==> src/rtl/pipe_pkg.sv <==
// Shared pipeline-boundary types: skid FSM states, EXE->MEM payload layout and
// small helpers used by the stage registers.
package pipe_pkg;

  localparam int PIPE_DATA_W = 32;
  localparam int PIPE_DEST_W = 4;

  typedef enum logic [1:0] {
    EMPTY = 2'd0,
    BUSY  = 2'd1,
    FULL  = 2'd2
  } skid_state_t;

  typedef struct packed {
    logic                   wb_en;
    logic                   mem_r_en;
    logic                   mem_w_en;
    logic [PIPE_DEST_W-1:0] dest;
    logic [PIPE_DATA_W-1:0] alu_res;
    logic [PIPE_DATA_W-1:0] val_rm;
  } exe_mem_payload_t;

  // Three enable bits, the destination tag, ALU result and store data.
  function automatic int payload_w(input int dest_w, input int data_w);
    return 3 + dest_w + 2 * data_w;
  endfunction

  function automatic logic [1:0] occ_of(input skid_state_t s);
    case (s)
      EMPTY:   return 2'd0;
      BUSY:    return 2'd1;
      FULL:    return 2'd2;
      default: return 2'd0;
    endcase
  endfunction

endpackage

==> src/rtl/pipe_payload_reg.sv <==
// Load-enabled payload register with asynchronous active-high clear; one
// instance per skid entry.
module pipe_payload_reg #(
  parameter int W = 8
) (
  input  logic         clk,
  input  logic         rst,
  input  logic         ld,
  input  logic [W-1:0] d,
  output logic [W-1:0] q
);

  always_ff @(posedge clk or posedge rst) begin
    if (rst) begin
      q <= '0;
    end else if (ld) begin
      q <= d;
    end
  end

endmodule

==> src/rtl/exe_mem_skid_reg.sv <==
// EXE->MEM boundary register with valid/ready handshake and a 2-entry skid so
// that in_ready never depends combinationally on out_ready.
//
// state | meaning
// EMPTY | no beat held, outputs show stale main entry
// BUSY  | one beat in main entry, presented to MEM
// FULL  | main presented, skid holds the next beat, upstream stalled
module exe_mem_skid_reg
  import pipe_pkg::*;
#(
  parameter int DATA_W    = 32,
  parameter int DEST_W    = 4,
  parameter int GATE_CTRL = 1
) (
  input  logic              clk,
  input  logic              rst,
  input  logic              freeze,
  input  logic              flush,
  input  logic              in_valid,
  output logic              in_ready,
  input  logic              wb_en_in,
  input  logic              mem_r_en_in,
  input  logic              mem_w_en_in,
  input  logic [DEST_W-1:0] dest_in,
  input  logic [DATA_W-1:0] alu_res_in,
  input  logic [DATA_W-1:0] val_rm_in,
  output logic              out_valid,
  input  logic              out_ready,
  output logic              wb_en_out,
  output logic              mem_r_en_out,
  output logic              mem_w_en_out,
  output logic [DEST_W-1:0] dest_out,
  output logic [DATA_W-1:0] alu_res_out,
  output logic [DATA_W-1:0] val_rm_out,
  output logic [1:0]        occupancy
);

  localparam int PW = payload_w(DEST_W, DATA_W);

  skid_state_t state_q, state_d;

  logic [PW-1:0] in_pl;
  logic [PW-1:0] main_d;
  logic [PW-1:0] main_q;
  logic [PW-1:0] skid_q;

  logic acc;
  logic tak;
  logic ld_main;
  logic ld_skid;
  logic main_from_skid;

  logic wb_en_q;
  logic mem_r_en_q;
  logic mem_w_en_q;
  logic en_gate;

  assign in_pl = {wb_en_in, mem_r_en_in, mem_w_en_in, dest_in, alu_res_in, val_rm_in};

  // Handshake terms come only from registered state, freeze and rst.
  assign in_ready  = ~rst & ~freeze & (state_q != FULL);
  assign out_valid = (state_q != EMPTY) & ~freeze;
  assign acc       = in_valid & in_ready;
  assign tak       = out_valid & out_ready;

  always_ff @(posedge clk or posedge rst) begin
    if (rst) begin
      state_q <= EMPTY;
    end else begin
      state_q <= state_d;
    end
  end

  // Flush wins over everything; entry contents are left as they were.
  always_comb begin
    state_d        = state_q;
    ld_main        = 1'b0;
    ld_skid        = 1'b0;
    main_from_skid = 1'b0;
    if (flush) begin
      state_d = EMPTY;
    end else begin
      case (state_q)
        EMPTY: begin
          if (acc) begin
            ld_main = 1'b1;
            state_d = BUSY;
          end
        end
        BUSY: begin
          if (acc && tak) begin
            ld_main = 1'b1;
          end else if (acc) begin
            ld_skid = 1'b1;
            state_d = FULL;
          end else if (tak) begin
            state_d = EMPTY;
          end
        end
        FULL: begin
          if (tak) begin
            ld_main        = 1'b1;
            main_from_skid = 1'b1;
            state_d        = BUSY;
          end
        end
        default: begin
          state_d = EMPTY;
        end
      endcase
    end
  end

  assign main_d = main_from_skid ? skid_q : in_pl;

  pipe_payload_reg #(.W(PW)) u_main (
    .clk (clk),
    .rst (rst),
    .ld  (ld_main),
    .d   (main_d),
    .q   (main_q)
  );

  pipe_payload_reg #(.W(PW)) u_skid (
    .clk (clk),
    .rst (rst),
    .ld  (ld_skid),
    .d   (in_pl),
    .q   (skid_q)
  );

  assign {wb_en_q, mem_r_en_q, mem_w_en_q, dest_out, alu_res_out, val_rm_out} = main_q;

  // Only the side-effecting enables are masked; data fields stay visible.
  assign en_gate      = (GATE_CTRL != 0) ? out_valid : 1'b1;
  assign wb_en_out    = wb_en_q & en_gate;
  assign mem_r_en_out = mem_r_en_q & en_gate;
  assign mem_w_en_out = mem_w_en_q & en_gate;

  assign occupancy = occ_of(state_q);

endmodule
==> config.mk <==
export PLATFORM = sky130hd
export DESIGN_NAME = exe_mem_skid_reg
export DESIGN_NICKNAME = d
export VERILOG_FILES = /design/src/rtl/pipe_pkg.sv /design/src/rtl/pipe_payload_reg.sv /design/src/rtl/exe_mem_skid_reg.sv
export SDC_FILE = /design/constraint.sdc
export NUM_CORES = 1
export LEC_CHECK = 0
export CAP_MARGIN = 10
export CORE_MARGIN = 4
export CORE_UTILIZATION = 25
export CTS_BUF_LIST = sky130_fd_sc_hd__clkbuf_8
export DETAILED_ROUTE_END_ITERATION = 16
export REMOVE_ABC_BUFFERS = 1
export SETUP_SLACK_MARGIN = 0.2
export SYNTH_ARGS = -nofsm -noshare
export SYNTH_HDL_FRONTEND = slang
export SYNTH_HIERARCHICAL = 1
export SYNTH_SLANG_ARGS = --single-unit
==> constraint.sdc <==
create_clock -name clk -period 3.1 [get_ports clk]
set_input_delay 0.465 -clock clk [delete_from_list [all_inputs] [get_ports clk]]
set_output_delay 0.465 -clock clk [all_outputs]
set_load 0.05 [all_outputs]
==> results.md <==
* Outcome: finished, final reports clean
* Pre-Repair DR Iteration Count at 4
* Largest family of logic cells by synthesized area: multiplexers
* Internal at 3.867 mW
* Tcrit/Tclk final at 88.96%
* Worst Skew at 0.01413 ns
* CP max stage delay at 0.81 ns
* Min-Delay Path Class: input port to async pin
* Number of nets in the layout at 645
* Synth warn at 6
* Syn Std Cell Area at 0.007431 sq mm
* Share of layout cells above drive strength 1 at 45.27%
* RSZ-0062 raised after global routing: no
* Worst setup EP type: output pin
* Simple-Gate Fraction of Synth Area at 1.465%
* EDFF count, synth at 0
* Die span in x at 180.4 microns
* Clk slew on worst S/H paths at 0.09 ns
* Distinct cells, synth at 22
* Setup TNS at 0 ns
* Fillers at 2839
* Post-DP HPWL at 10270 microns
* Comb power frac at 33.2%
* CP delay by family, top: buffers and inverters
* Max IR drop VDD at 0.3043 mV
* Per-cell routed wire length at 16.39 microns
* Setup bufs post-CTS at 0
* Async set-or-reset flop fraction in the synthesized netlist at 100.0%
* Final Hold Fails at 0
* Register area share after synthesis at 48.49%
* Area of the multi-input gates at 0.003363 sq mm
* Final setup viols at 0
* Multiplexer area fraction after synthesis at 42.89%
* # diodes at 0
* Sum of buffers and inverters on the critical path at 2
* Total GRT Usage at 9.868%
* Post-synthesis xor/xnor area fraction at 0%
* Full die area at 0.03255 sq mm
* PortBufs at 151
* Compound-Gate Fraction of Synth Area at 0.6735%
* Fmax at 362.6 MHz
* CTS sink cnt at 144
* Clk_lat worst skew at 0.44 ns
* Worst-Margin Slew at 0.7935 ns
* Worst-path cell chain: clkdlybuf4s50_1 > nor2_1 > and2_1 > clkdlybuf4s50_1
* Adder-cell share of the synthesized area at 0%
* Top cell by count, worst path: clkdlybuf4s50_1
* Final Util at 33.02%
* Static Leak at 4.248 nW
* Row cnt at 62
* GPL Wtd Cong at 0.6983
* Final Instance Count excl. Fillers at 965
* H-tree depth at 4
* Switching fraction of total power at 34.83%
* CTS tree: yes
* Longest Clk Path Bufs at 2
* Avg Cell Area, Syn at 18.12 sq um
* Max Fanout on Critical Path at 7
* GRT overflow at 0
* Core area at 0.02901 sq mm
* Via count at 3846
* Max Cap Violations at 0
* Commonest cells in the netlist: mux2_4, dfrtp_1, buf_12, inv_1
* Initial core utilization at 25.61%
* FF+latch area at 0.003603 sq mm
* P&R area growth vs syn at 28.91%
* PostCTS Resize Cnt at 0
* Die Span Y at 180.4 microns
* Placed cells at 933
* CP max stage cell: clkdlybuf4s50_1
* Post-synthesis register bit count at 144
* Hold_buf cts at 0
* M1 GR Usage at 13.22%
* Reg power frac at 40.1%
* Area share of the largest cell type after synthesis at 48.49%
* Top-count cell post-synth: mux2_4
* DRC at 0
* First-pass GRT wire length at 25590 microns
* Worst setup SP type: input port
* Synth area leader: dfrtp_1
* Synth top area cells: dfrtp_1, mux2_4, buf_12
* Crit Path Category: input port to output pin
* Sw Pwr at 2.067 mW
* Final WL at 15820 microns
* Vias in the first global route at 4336
* Power density of the placed cells at 619.5 mW/mm^2
* Total chip power at 5.934 mW
* Max Slew Vio Count at 0
* DRT iter0 DRCs at 133
* Relative slew slack at 47.10%
* Routed Antenna Nets at 0
* Clock Root Buffer: clkbuf_8
* Num CTS Buffers at 17
* Post-synth top flop: dfrtp_1
* Met3 Usage GRT at 3.290%
* DR vias/cell at 3.985
* Arr. time, crit path at 2.29 ns
* # IOs at 152
* Antenna violations before repair at 0
* Power share of the clock group at 26.7%
* Met2 usage at 15.60%
* Worst EP required at 2.63 ns
* Post-Synthesis Cells at 410
* Largest net degree at the start of global routing at 39
* Busiest layer in global routing: met2
* Post-route minimum period at 2.758 ns
## logic make-up after synthesis
group                  count (synthesis)
AOI/OAI and AO/OA                      7
DFF                                  144
buffers and inverters                 29
and+or+nand+nor                       17
muxes                                213
## placed cells by master, fill, tap and decap left out
master and instances:
and3_4 1, nor2b_1 1, buf_4 5, mux2_4 210, clkinv_4 3, nor4b_2 1, clkdlybuf4s50_1 150, nand2b_1 2
clkbuf_8 19, inv_1 3, o21ai_0 2, dfrtp_1 144, and2_1 3, a2111oi_0 1, a21o_1 1, mux2_2 2
a21boi_4 1, mux2_1 1, buf_12 8, o21bai_1 1, nor2_1 3, clkinv_2 3, a211o_1 1, bufinv_16 2
nor4b_1 1, nor2b_4 1, clkinvlp_4 2, inv_6 5, nor3_1 2, nand2_1 2
## routing by layer
metal | vias up | routed length [microns] | part of all wire, %
li1 | 1773 | - | -
met1 | 1969 | 7543 | 48
met2 | 97 | 7338 | 46
met3 | 7 | 820 | 5.2
met4 | 0 | 117 | 0.74
met5 | - | 0 | 0
## layout make-up
type                    instances  share of cell area, %
inverters                       5                 0.2220
flip-flops and latches        144                  37.62
well taps                     384                  5.016
clock buffers                  19                  2.730
clock inverters                13                  1.567
repair buffers                163                  17.74
multi-input cells             237                  35.11
## registers in the layout (all words and copies together) (netlist names)
| name | flops |
|---|---|
| u_skid/q | 71 |
| state_q | 2 |
| u_main/q | 71 |
## path summary, 6_finish.rpt
path / from / end / slack [ns] / depth (start not counted)
min reg2reg: u_main/q[69] / u_main/q[69] / 0.51 / 1
max in group asynchronous: rst / u_main/q[56] / 1.80 / 3
min: rst / state_q[0] / 0.37 / 2
min in group clk: u_main/q[69] / u_main/q[69] / 0.51 / 1
max reg2reg: state_q[1] / u_skid/q[8] / 1.07 / 5
max: freeze / wb_en_out / 0.34 / 4
## stage by stage
| stage | cell area, sq um | worst slack, ns | hold slack [ns] |
|---|---|---|---|
| after floorplan | 6968 | -10.62 | 0.2062 |
| after global placement | 9168 | 0.2889 | 0.4889 |
| after detailed placement | 9168 | 0.2795 | 0.4928 |
| after CTS | 9579 | 0.2764 | 0.3178 |
| after global routing | 9579 | 0.2022 | 0.3433 |
| final | 9579 | 0.3422 | 0.3729 |
## power groups by stage
stage	registers, mW	clock network [mW]	logic, mW
4_1_cts	2.38	1.67	2.00
3_3_place_gp	2.42	0	1.97
3_5_place_dp	2.41	0	2.00
6_report	2.38	1.58	1.97
2_1_floorplan	3.13	0	0.592
5_1_grt	2.43	1.75	2.05
No activity file was read; power rests on OpenSTA's default activity.
